==> config.mk <==
export PLATFORM = sky130hd
export DESIGN_NAME = rs_latch_arbiter
export DESIGN_NICKNAME = d
export VERILOG_FILES = /design/src/rtl/rs_latch_arbiter.sv
export SDC_FILE = /design/constraint.sdc
export NUM_CORES = 1
export LEC_CHECK = 0
export ABC_AREA = 1
export CORE_MARGIN = 2
export CORE_UTILIZATION = 57
export CTS_CLUSTER_SIZE = 24
export DETAILED_ROUTE_END_ITERATION = 10
export GPL_TIMING_DRIVEN = 1
export PLACE_DENSITY = 0.83
export SLEW_MARGIN = 20
export SYNTH_ARGS = -nofsm -noshare
export SYNTH_HDL_FRONTEND = slang
export SYNTH_SLANG_ARGS = --single-unit
==> constraint.sdc <==
create_clock -name clk -period 2.65 [get_ports clk]
set_input_delay 0.3975 -clock clk [delete_from_list [all_inputs] [get_ports clk]]
set_output_delay 0.3975 -clock clk [all_outputs]
set_load 0.02 [all_outputs]
==> src/rtl/rs_latch_arbiter.sv <==
// -----------------------------------------------------------------------------
// rs_latch_arbiter
//
// Purpose
//   Shares one NAND-style RS latch (active-low set/reset inputs) between N_REQ
//   requesters. Each requester asks to set or reset the latch. One requester
//   is picked round-robin. The block then drives a timed low pulse on s_n_o or
//   r_n_o, followed by a gap with both lines high. It keeps a shadow copy of
//   the latch Q and acks the winner with a one-cycle grant.
//
// Parameters
//   N_REQ      number of requesters (>= 2)
//   PULSE_CYC  cycles s_n_o / r_n_o is held low per operation (>= 1)
//   GAP_CYC    cycles both lines are held high after each pulse (>= 1)
//
// Ports
//   clk             in   1      clock, rising edge
//   rst_n           in   1      asynchronous reset, active low
//   set_req_i       in   N_REQ  per-requester set request (level, held until grant)
//   rst_req_i       in   N_REQ  per-requester reset request (level, held until grant)
//   grant_o         out  N_REQ  one-hot, one-cycle ack of the completed operation
//   s_n_o           out  1      latch set input, active low, idle 1
//   r_n_o           out  1      latch reset input, active low, idle 1
//   q_state_o       out  1      shadow of the latch Q (1 = set)
//   busy_o          out  1      1 whenever the FSM is not in IDLE
//   conflict_err_o  out  1      one-cycle pulse: in an IDLE cycle some requester
//                               had set and reset both high
//
// Handshake
//   A requester raises exactly one of set_req_i[i] / rst_req_i[i] and holds it
//   until it sees grant_o[i]; the request is dropped in the grant cycle. Both
//   high is not a request: it is flagged on conflict_err_o and never granted.
//   Requests are only looked at while the FSM is in IDLE.
//
// Configuration
//   SKIP_REDUNDANT_EN  when defined, an op that would leave the latch unchanged
//                      (set while Q=1, reset while Q=0) is granted one cycle
//                      after IDLE without any pulse and without a gap.
//
// All outputs come straight from flops.
// -----------------------------------------------------------------------------
module rs_latch_arbiter #(
   parameter int N_REQ     = 4,
   parameter int PULSE_CYC = 2,
   parameter int GAP_CYC   = 1
) (
   input  logic             clk,
   input  logic             rst_n,
   input  logic [N_REQ-1:0] set_req_i,
   input  logic [N_REQ-1:0] rst_req_i,
   output logic [N_REQ-1:0] grant_o,
   output logic             s_n_o,
   output logic             r_n_o,
   output logic             q_state_o,
   output logic             busy_o,
   output logic             conflict_err_o
);

   localparam int MAX_CYC = (PULSE_CYC > GAP_CYC) ? PULSE_CYC : GAP_CYC;
   localparam int CNT_W   = $clog2(MAX_CYC + 1);
   localparam int PTR_W   = (N_REQ > 1) ? $clog2(N_REQ) : 1;

   // ST_ACK is only reachable when SKIP_REDUNDANT_EN is defined.
   typedef enum logic [2:0] {
      ST_INIT  = 3'd0,
      ST_IDLE  = 3'd1,
      ST_PULSE = 3'd2,
      ST_GAP   = 3'd3,
      ST_ACK   = 3'd4
   } state_e;

   // --------------------------------------------------------------------------
   // State and output registers
   // --------------------------------------------------------------------------
   state_e             state_q,  state_d;
   logic [CNT_W-1:0]   cnt_q,    cnt_d;
   logic               op_q,     op_d;       // 1 = set, 0 = reset
   logic               init_q,   init_d;     // current pulse is the post-reset clear
   logic [PTR_W-1:0]   win_q,    win_d;
   logic [PTR_W-1:0]   rr_ptr_q, rr_ptr_d;
   logic [N_REQ-1:0]   grant_q,  grant_d;
   logic               s_n_q,    s_n_d;
   logic               r_n_q,    r_n_d;
   logic               q_q,      q_d;
   logic               busy_q,   busy_d;
   logic               conf_q,   conf_d;

   // --------------------------------------------------------------------------
   // Helpers
   // --------------------------------------------------------------------------
   function automatic logic [N_REQ-1:0] onehot(input logic [PTR_W-1:0] idx);
      logic [N_REQ-1:0] v;
      v = '0;
      v[idx] = 1'b1;
      return v;
   endfunction

   function automatic logic [PTR_W-1:0] next_ptr(input logic [PTR_W-1:0] idx);
      logic [PTR_W-1:0] n;
      if (idx == PTR_W'(N_REQ - 1)) n = '0;
      else                          n = idx + 1'b1;
      return n;
   endfunction

   // --------------------------------------------------------------------------
   // Request decode and round-robin search
   // --------------------------------------------------------------------------
   logic [N_REQ-1:0] req_valid;
   logic             conflict_any;
   logic             found;
   logic [PTR_W-1:0] win_idx;

   assign req_valid    = set_req_i ^ rst_req_i;
   assign conflict_any = |(set_req_i & rst_req_i);

   // Scan N_REQ slots starting at rr_ptr_q, wrapping at N_REQ-1 -> 0;
   // the first valid slot wins.
   always_comb begin
      int idx;
      found   = 1'b0;
      win_idx = '0;
      idx     = 0;
      for (int i = 0; i < N_REQ; i++) begin
         idx = int'(rr_ptr_q) + i;
         if (idx >= N_REQ) idx = idx - N_REQ;
         if (!found && req_valid[PTR_W'(idx)]) begin
            found   = 1'b1;
            win_idx = PTR_W'(idx);
         end
      end
   end

   // --------------------------------------------------------------------------
   // Next-state logic
   // --------------------------------------------------------------------------
   always_comb begin
      state_d  = state_q;
      cnt_d    = cnt_q;
      op_d     = op_q;
      init_d   = init_q;
      win_d    = win_q;
      rr_ptr_d = rr_ptr_q;
      grant_d  = '0;
      q_d      = q_q;
      conf_d   = 1'b0;

      case (state_q)
         // Bring the physical latch to a known state (Q=0) after reset.
         ST_INIT: begin
            state_d = ST_PULSE;
            op_d    = 1'b0;
            init_d  = 1'b1;
            cnt_d   = CNT_W'(PULSE_CYC - 1);
         end

         ST_IDLE: begin
            conf_d = conflict_any;
            if (found) begin
               win_d  = win_idx;
               op_d   = set_req_i[win_idx];
               init_d = 1'b0;
`ifdef SKIP_REDUNDANT_EN
               if (set_req_i[win_idx] == q_q) begin
                  // Latch already holds the requested value: ack only.
                  state_d  = ST_ACK;
                  grant_d  = onehot(win_idx);
                  rr_ptr_d = next_ptr(win_idx);
               end else begin
                  state_d = ST_PULSE;
                  cnt_d   = CNT_W'(PULSE_CYC - 1);
               end
`else
               state_d = ST_PULSE;
               cnt_d   = CNT_W'(PULSE_CYC - 1);
`endif
            end
         end

         ST_PULSE: begin
            if (cnt_q == '0) begin
               // Pulse complete: the latch now holds op_q.
               state_d = ST_GAP;
               cnt_d   = CNT_W'(GAP_CYC - 1);
               q_d     = op_q;
               if (!init_q) begin
                  grant_d  = onehot(win_q);
                  rr_ptr_d = next_ptr(win_q);
               end
            end else begin
               cnt_d = cnt_q - 1'b1;
            end
         end

         ST_GAP: begin
            if (cnt_q == '0) state_d = ST_IDLE;
            else             cnt_d   = cnt_q - 1'b1;
         end

         // Grant of a skipped op is in flight; the requester drops its
         // request this cycle, so IDLE sees it gone.
         ST_ACK: begin
            state_d = ST_IDLE;
         end

         default: begin
            state_d = ST_INIT;
         end
      endcase
   end

   // Outputs are derived from the next state so they are registered yet
   // aligned with the state they belong to. Only one of s_n/r_n can be low
   // because op_d selects exactly one line.
   always_comb begin
      s_n_d  = !((state_d == ST_PULSE) &&  op_d);
      r_n_d  = !((state_d == ST_PULSE) && !op_d);
      busy_d = (state_d != ST_IDLE);
   end

   // --------------------------------------------------------------------------
   // Registers
   // --------------------------------------------------------------------------
   always_ff @(posedge clk or negedge rst_n) begin
      if (!rst_n) begin
         state_q  <= ST_INIT;
         cnt_q    <= '0;
         op_q     <= 1'b0;
         init_q   <= 1'b1;
         win_q    <= '0;
         rr_ptr_q <= '0;
         grant_q  <= '0;
         s_n_q    <= 1'b1;
         r_n_q    <= 1'b1;
         q_q      <= 1'b0;
         busy_q   <= 1'b1;
         conf_q   <= 1'b0;
      end else begin
         state_q  <= state_d;
         cnt_q    <= cnt_d;
         op_q     <= op_d;
         init_q   <= init_d;
         win_q    <= win_d;
         rr_ptr_q <= rr_ptr_d;
         grant_q  <= grant_d;
         s_n_q    <= s_n_d;
         r_n_q    <= r_n_d;
         q_q      <= q_d;
         busy_q   <= busy_d;
         conf_q   <= conf_d;
      end
   end

   assign grant_o        = grant_q;
   assign s_n_o          = s_n_q;
   assign r_n_o          = r_n_q;
   assign q_state_o      = q_q;
   assign busy_o         = busy_q;
   assign conflict_err_o = conf_q;

endmodule
Word-level counts from Yosys, hierarchy flattened
Index checks and enable logic that the tools add are counted.

operators by class
  add/sub/neg operators = 9
  $lt $le $gt $ge = 11
  equality and inequality tests = 9
  multiplexer cells = 45
  bitwise gates (word level) = 3
  reductions and logical operators = 22

operator list
  kind                                                number
  two-way mux 2 bit                                   12
  two-way mux 1 bit                                   17
  < comparator 2 x 4 -> 1 bit, second input constant  4
  one-hot mux 3 bit (5 select lines)                  1
  two-way mux 4 bit                                   3
  binary-select mux 1 bit (select 2 bit)              5
  subtractor 2 x 1 -> 2 bit, second input constant    5
  == test 3 x 2 -> 1 bit, second input constant       3
  >= comparator 3 bit, second input constant          3
  two-way mux 3 bit                                   3
  one-hot mux 2 bit (4 select lines)                  1
  adder 2 x 2 -> 3 bit, second input constant         2
  logical AND 1 bit                                   6
  logical NOT 1 bit                                   6
  < comparator 2 x 3 -> 1 bit, second input constant  2
  AND reduction 2 bit                                 3
  AND reduction 3 bit                                 2
  bitwise AND 4 bit                                   1
  inequality test 2 bit, second input constant        2
  one-hot mux 1 bit (2 select lines)                  2
  nonzero test 4 bit                                  1
  OR reduction 4 bit                                  1
  XOR 4 bit                                           1
  adder 2 x 1 -> 3 bit, second input constant         1
  12 further kinds                                    12

storage, ports and cells
  register bits after elaboration = 20
  input port bits = 10
  output and inout bits = 9
  logic and storage cells = 111

Depth between registers and ports, before layout
Gate-level depths: netlist (run 1).

  depth in word-level cells = 22
  mapped depth = 15
  depth with buffers taken out = 15

Worst setup path before layout (run 1)
OpenSTA, ideal clock, no wires.

  kind = input-to-reg
  from = input port set_req_i[3]
  to = register cnt_q[0]
  library setup time = 0.128 ns
  arrival time = 1.627 ns
  required time = 2.522 ns
  path slack = 0.896 ns
  stages on the path = 13
  cell sequence = ha_1 inv_1 nand2_1 nand3_1 nand2_2 nor2_4 nand3_2 inv_2 nand2_2 nand2_2 inv_2 o221ai_1 o21ai_1

between the ends
  longest elaborated chain between the ends = 16

ends and longest elaborated chain
  item                                                  line  source
  from (decl)                                           49    input logic [N_REQ-1:0] set_req_i,
  XOR 4 bit (*)                                         113   assign req_valid = set_req_i ^ rst_req_i;
  binary-select mux 1 bit (select 2 bit)                126   if (!found && req_valid[PTR_W'(idx)]) begin
  two-way mux 1 bit (implied by the code) (2 in a row)  126
  two-way mux 1 bit                                     126
  logical NOT 1 bit                                     126
  logical AND 1 bit                                     126
  two-way mux 1 bit                                     126
  logical NOT 1 bit                                     126
  logical AND 1 bit                                     126
  two-way mux 1 bit                                     126
  logical NOT 1 bit                                     126
  logical AND 1 bit                                     126
  two-way mux 1 bit (*)                                 126
  inequality test 2 bit (no source line) (*)            n/a
  AND reduction 3 bit (no source line) (*)              n/a
  to (signal assigned)                                  239   cnt_q <= cnt_d;
  to (decl)                                             76    logic [CNT_W-1:0] cnt_q, cnt_d;

Every way passes the cells marked *; elsewhere a longest branch is shown, timed or not. The select of a mux whose other input is x is not followed.
A chain may end at the register's enable or synchronous reset.

Worst setup path after layout (run 1)
Same ends and word-level chain as after synthesis.

==> results of run 1 <==
cell families (layout without fill, tap and decap cells):
group,Yosys count,after routing,share of synthesized area
buffers and inverters,30,51,0.0962
DFF,20,20,0.389
adders and majority gates,11,11,0.106
AOI/OAI and AO/OA,14,14,0.0616
other,1,1,0.00288
and+or+nand+nor,92,92,0.345
metrics by stage:
| stage | instance area [µm²] | util | worst slack [ns] |
|---|---|---|---|
| finish | 1540 | 0.703 | 0.582 |
| global route | 1540 | 0.703 | 0.386 |
| CTS | 1540 | 0.703 | 0.592 |
| detailed placement | 1500 | 0.686 | 0.274 |
| global placement | 1500 | 0.686 | 0.310 |
| floorplan | 1300 | - | 0.896 |
final timing paths:
kind | slack [ns] | end
max reg2reg | 0.83 | cnt_q[0]$_DFFE_PN0P_
max in group asynchronous | 1.57 | op_q$_DFF_PN0_
min in group asynchronous | 0.57 | win_q[0]$_DFFE_PN0P_
max | 0.58 | cnt_q[0]$_DFFE_PN0P_
min reg2reg | 0.49 | q_state_o$_DFFE_PN0P_
min | 0.49 | q_state_o$_DFFE_PN0P_
synth_stat cells:
cell	count
a21oi_1	2
a21oi_2	1
and2_1	1
buf_6	1
conb_1	1
dfrtp_1	16
dfstp_2	4
ha_1	11
inv_1	24
inv_2	4
inv_6	1
nand2_1	41
nand2_2	12
nand2_4	1
nand3_1	12
nand3_2	3
nand4_1	3
nor2_1	14
nor2_2	1
nor2_4	2
nor3_1	1
nor4_1	1
o211ai_1	1
o21ai_0	7
o21ai_1	2
o221ai_1	1
flip-flops by register name (all words and copies together), names as in the netlist, 2 cells and up:
signal    flops
state_q       3
grant_o       4
rr_ptr_q      2
cnt_q         2
win_q         2
critical path: cells and delay by family:
family	cells	cell delay (ns)
and+or+nand+nor	7	0.69
buffers and inverters	4	0.67
adders and majority gates	1	0.34
AOI/OAI and AO/OA	2	0.15
routing by layer:
metal / wire length (µm) / global-route usage
met4: 65 / 0.105
met5: 0 / 0
met3: 86 / 0.0259
met1: 998 / 0.241
met2: 1170 / 0.353
where the power goes:
group / switching, mW / internal (mW) / leakage (nW) / total (mW)
clock network: 0.0883 / 0.0837 / 0.0210 / 0.172
registers: 0.0766 / 0.384 / 0.249 / 0.461
logic: 0.486 / 0.280 / 0.503 / 0.766
total: 0.651 / 0.748 / 0.773 / 1.40
area by class of cell:
cell class                 instances  area (µm²)
sequential                        20         505
timing repair buffer              18         180
fill                             172         651
multi-input combinational        118         669
clock buffer                       4        36.3
tap                               28        35.0
inverter                          29         114
==> out/metrics.csv, run 1 <==
stage;metric;value;unit
outcome;status;completed;
die;DIE AREA;2680;µm²
timing;actual slew at the worst max-slew pin;0.826;ns
critical_path;crit path from;set_req_i[3];
routing;Routed wire per std cell;10.7;µm
pwr;VDD IR max;0.679;mV
place;hpwl dp;1910;µm
critical_path;CP Max Fanout;5;
clocking;htree depth;1;
final_layout;share of cells above drive strength 1;0.175;
clocking;CTS Hold Bufs;0;
critical_path;cells along the critical path;clkdlybuf4s50_1 > ha_1 > inv_1 > nand2_1 > nand3_1 > nand2_2 > nor2_4 > nand3_2 > inv_2 > nand2_2 > nand2_2 > inv_2 > o221ai_1 > o21ai_1;
place;placed insts;213;
die;Core Rows;17;
place;routability cong.;0.903;
timing;period utilisation layout;0.780;
clocking;clk root buf;clkbuf_4;
final_layout;commonest non-fill, non-tap cells in the layout;41 x nand2_1, 24 x inv_1, 18 x clkdlybuf4s50_1;
timing;# setup viols final;0;
clocking;clock latency on the worst-skew pair;0.30;ns
timing;final hold slack;0.486;ns
routing;Post-DRT Antenna Nets;0;
critical_path;CP most frequent cell;nand2_2;
synth;Post-Syn Area;1300;µm²
clocking;post-CTS setup buffers;0;
critical_path;Worst Path Arrival;2.26;ns
final_layout;nets;211;
synth;leading area contributor after synthesis;dfrtp_1;
clocking;clk slew on worst S/H paths;0.11;ns
timing;Setup Total Neg Slack;0;ns
grt;grt ovf;0;
clocking;Resized Gates After CTS;0;
routing;drt first pass iters;4;
final_layout;Final Non-Filler Cells;217;
synth;Yosys Warn Count;0;
grt;first-pass GRT wire length;4010;µm
critical_path;Req. time, crit path;2.84;ns
synth;library cells used by synthesis;26;
critical_path;Max stage delay on crit path;0.43;ns
timing;Tmin final;2.07;ns
timing;slew margin rel.;0.448;
die;Initial Utilization;0.593;
synth;Synth top area share;0.308;
final_layout;commonest non-fill, non-tap cell in the layout;nand2_1;
die;Die Width;51.8;µm
synth;syn_nets;189;
clocking;TritonCTS clock tree;done;
critical_path;Worst R2R Start;rr_ptr_q[0]$_DFFE_PN0P_;
synth;Syn Area/Cell;7.74;µm²
critical_path;CP Class;in2reg;
critical_path;Worst Setup Start Kind;input pin;
grt;GRT Resource Usage Total;0.202;
critical_path;Worst R2R Path Depth;11;
clocking;Clock Sinks;20;
die;core footprint;2190;µm²
timing;Final Hold Viols;0;
place;Port-buffer cells;18;
synth;Mapped Cells;168;
hold_path;Hold Startpoint;q_state_o$_DFFE_PN0P_;
pwr;Total Power;1.40;mW
clocking;clock buffer depth;2;
critical_path;Worst setup EP type;flip-flop;
routing;DRC viols;0;
pwr;Pwr Density;908;nW/µm²
grt;number of global-route vias before repair;1004;
grt;pin count of the biggest net entering global routing;21;
timing;RSZ-0062 raised after global routing;no;
final_layout;ANT cells;0;
synth;synth top area cells;dfrtp_1 31%, nand2_1 12%, ha_1 11%;
hold_path;hold path depth;2;
clocking;Num CTS Buffers;3;
routing;Routed WL;2320;µm
synth;#FFs+latches synth;20;
job;Max-Cap Viols;0;
grt;initial antenna violation count;0;
hold_path;Hold WC Path Type;reg2reg;
die;Die H;51.8;µm
timing;Final Max Slew Viols;0;
routing;vias per inst;5.12;
synth;sequential share of the synthesized area;0.389;
final_layout;Synth-to-Final Area Change;18.5;%
timing;Final Skew;0.00690;ns
routing;DR iter-0 viols;28;
critical_path;slowest CP cell;clkdlybuf4s50_1;
timing;fmax;484;MHz
routing;routed vias;1110;
pwr;LEAKAGE;0.773;nW
die;Ports;19;
No activity file was read; power rests on OpenSTA's default activity.
==> inputs of run 2 (changes only) <==
--- a/config.mk
+++ b/config.mk
@@ -7,11 +7,11 @@
 export LEC_CHECK = 0
 export ABC_AREA = 1
 export CORE_MARGIN = 2
-export CORE_UTILIZATION = 57
+export CORE_UTILIZATION = 48
 export CTS_CLUSTER_SIZE = 24
 export DETAILED_ROUTE_END_ITERATION = 10
 export GPL_TIMING_DRIVEN = 1
-export PLACE_DENSITY = 0.83
+export PLACE_DENSITY = 0.75
 export SLEW_MARGIN = 20
 export SYNTH_ARGS = -nofsm -noshare
 export SYNTH_HDL_FRONTEND = slang
==> constraint.sdc (replaced) <==
create_clock -name clk -period 1.86 [get_ports clk]
set_input_delay 0.279 -clock clk [delete_from_list [all_inputs] [get_ports clk]]
set_output_delay 0.279 -clock clk [all_outputs]
set_load 0.02 [all_outputs]
==> run 2 against run 1 <==
Compared with the run above:
- global-route usage decreased by 1.4 points
- final area up 14%
- largest power group unchanged
- cell count grew 6.5%
- clock skew grew 0.0040 ns
- sequential share of layout area down 3.9 points
- sequential cell count is the same
- critical path type is now reg2reg
- non-clock buffer count increased by 12
==> out/metrics.csv, run 2 (synthesis results as in run 1) <==
stage;metric;value;unit
hold_path;Hold WC Path Type;in2async;
final_layout;share of cells above drive strength 1;0.289;
timing;Final Skew;0.0109;ns
critical_path;Worst setup EP type;flip-flop;
critical_path;CP Class;reg2reg;
grt;grt ovf;0;
clocking;clk root buf;clkbuf_4;
critical_path;CP Max Fanout;5;
routing;routed vias;1162;
critical_path;Worst Setup Start Kind;flip-flop;
final_layout;commonest non-fill, non-tap cells in the layout;37 x nand2_1, 23 x inv_1, 16 x nand2_2;
place;Port-buffer cells;18;
critical_path;r2r setup slk;0.12;ns
die;Die Width;56.0;µm
die;core footprint;2520;µm²
die;Core Rows;18;
pwr;Pwr Density;1350;nW/µm²
timing;fmax;573;MHz
grt;pin count of the biggest net entering global routing;21;
die;Die H;56.0;µm
critical_path;Max stage delay on crit path;0.48;ns
critical_path;CP top delay family;simple AND/OR/NAND/NOR gates;
place;routability cong.;0.939;
place;Setup WS pre-CTS;-0.410;ns
timing;Final WS setup;0.116;ns
die;Ports;19;
pwr;switching power share of the total;0.442;
routing;vias per inst;5.03;
routing;drt first pass iters;4;
critical_path;Worst R2R Start;rr_ptr_q[0]$_DFFE_PN0P_;
critical_path;Worst Path Arrival;1.95;ns
critical_path;cells along the critical path;buf_4 > nand2_1 > nand3_1 > nand2_2 > inv_1 > nand3_4 > inv_4 > buf_4 > o211ai_1 > nand2_2;
outcome;status;completed;
timing;Final Hold Viols;0;
timing;Setup Total Neg Slack;0;ns
clocking;htree depth;1;
job;Max-Cap Viols;0;
pwr;VDD IR max;0.899;mV
pwr;Comb pwr share;0.576;
die;DIE AREA;3140;µm²
critical_path;Req. time, crit path;2.07;ns
critical_path;Worst R2R Path Depth;10;
clocking;TritonCTS clock tree;done;
grt;number of global-route vias before repair;1158;
final_layout;nets;223;
routing;Routed WL;2790;µm
clocking;Num CTS Buffers;3;
clocking;Clock Sinks;20;
pwr;Total Power;2.37;mW
clocking;clock latency on the worst-skew pair;0.31;ns
routing;Post-DRT Antenna Nets;0;
critical_path;capturing point of the worst reg2reg path;op_q$_DFF_PN0_;
grt;initial antenna violation count;0;
grt;GRT Resource Usage Total;0.188;
pwr;Psw;1.05;mW
timing;# setup viols final;0;
place;Post-Place Cell Area;1570;µm²
final_layout;Largest register FFs;4;
pwr;clock share of power;0.150;
pwr;sequential power share;0.274;
final_layout;ANT cells;0;
final_layout;final core occ;0.696;
timing;Final Max Slew Viols;0;
critical_path;WP buf/inv;4;
pwr;LEAKAGE;0.913;nW
timing;Tmin final;1.74;ns
final_layout;Final Cell Area;1760;µm²
clocking;clock buffer depth;2;
routing;DR iter-0 viols;25;
final_layout;commonest non-fill, non-tap cell in the layout;nand2_1;
place;hpwl dp;2050;µm
final_layout;Synth-to-Final Area Change;35.1;%
routing;DRC viols;0;
timing;period utilisation layout;0.938;
routing;Routed wire per std cell;12.1;µm
clocking;clk slew on worst S/H paths;0.12;ns
critical_path;slowest CP cell;dfrtp_2;
die;Initial Utilization;0.515;
grt;first-pass GRT wire length;4640;µm
pwr;P_int;1.32;mW
## run 2: changes by cell type in the layout (fill, tap and decap cells not counted), sizes merged
| cell | delta |
|---|---|
| dlymetal6s2s | +8 |
| buf | +12 |
| bufinv | +1 |
| clkdlybuf4s50 | -8 |
| clkbuf | -1 |
## run 2: cell type report
class	instances	area, µm²
fill	200	766
multi-input combinational	118	752
sequential	20	508
timing repair buffer	30	290
inverter	29	116
tap	30	37.5
clock inverter	1	30.0
clock buffer	3	22.5
## run 2: worst max-delay path by stage
stage                                       to                    start  depth (start not counted)
after floorplan           cnt_q[0]$_DFFE_PN0P_             set_req_i[3]                         13
after global placement          op_q$_DFF_PN0_             set_req_i[3]                         12
after detailed placement  cnt_q[0]$_DFFE_PN0P_             set_req_i[1]                         14
after CTS                 cnt_q[0]$_DFFE_PN0P_             set_req_i[1]                         14
after global routing      grant_o[1]$_DFF_PN0_     state_q[2]$_DFF_PN0_                          9
final                           op_q$_DFF_PN0_  rr_ptr_q[0]$_DFFE_PN0P_                         10
## run 2: layer usage
layer	global-route usage	vias to the layer above	share of wire
li1	-	589	-
met1	0.206	529	0.41
met2	0.331	37	0.51
met3	0.0372	7	0.055
met4	0.116	0	0.025
met5	0	-	0
## run 2: repair_timing
item | 4_1_cts | 5_1_grt
endpoints found under the setup margin | 9 | 9
hold buffers | 0 | 0
resized for setup | 10 | 17
buffers inserted | 0 | 3
pin swaps | 8 | 4
## run 2: power groups by stage
stage                     registers [mW]  clock network (mW)  logic, mW
final                              0.650               0.357       1.37
after global routing               0.666               0.385       1.51
after CTS                          0.665               0.361       1.26
after detailed placement           0.666                   0       1.21
after global placement             0.659                   0       1.17
after floorplan                    0.649                   0      0.873
## run 2: stage by stage
step | instances | hold WS, ns
after global placement | 224 | 0.457
after CTS | 228 | 0.291
after detailed placement | 224 | 0.473
final | 231 | 0.279
after floorplan | 168 | -0.0166
after global routing | 231 | 0.325
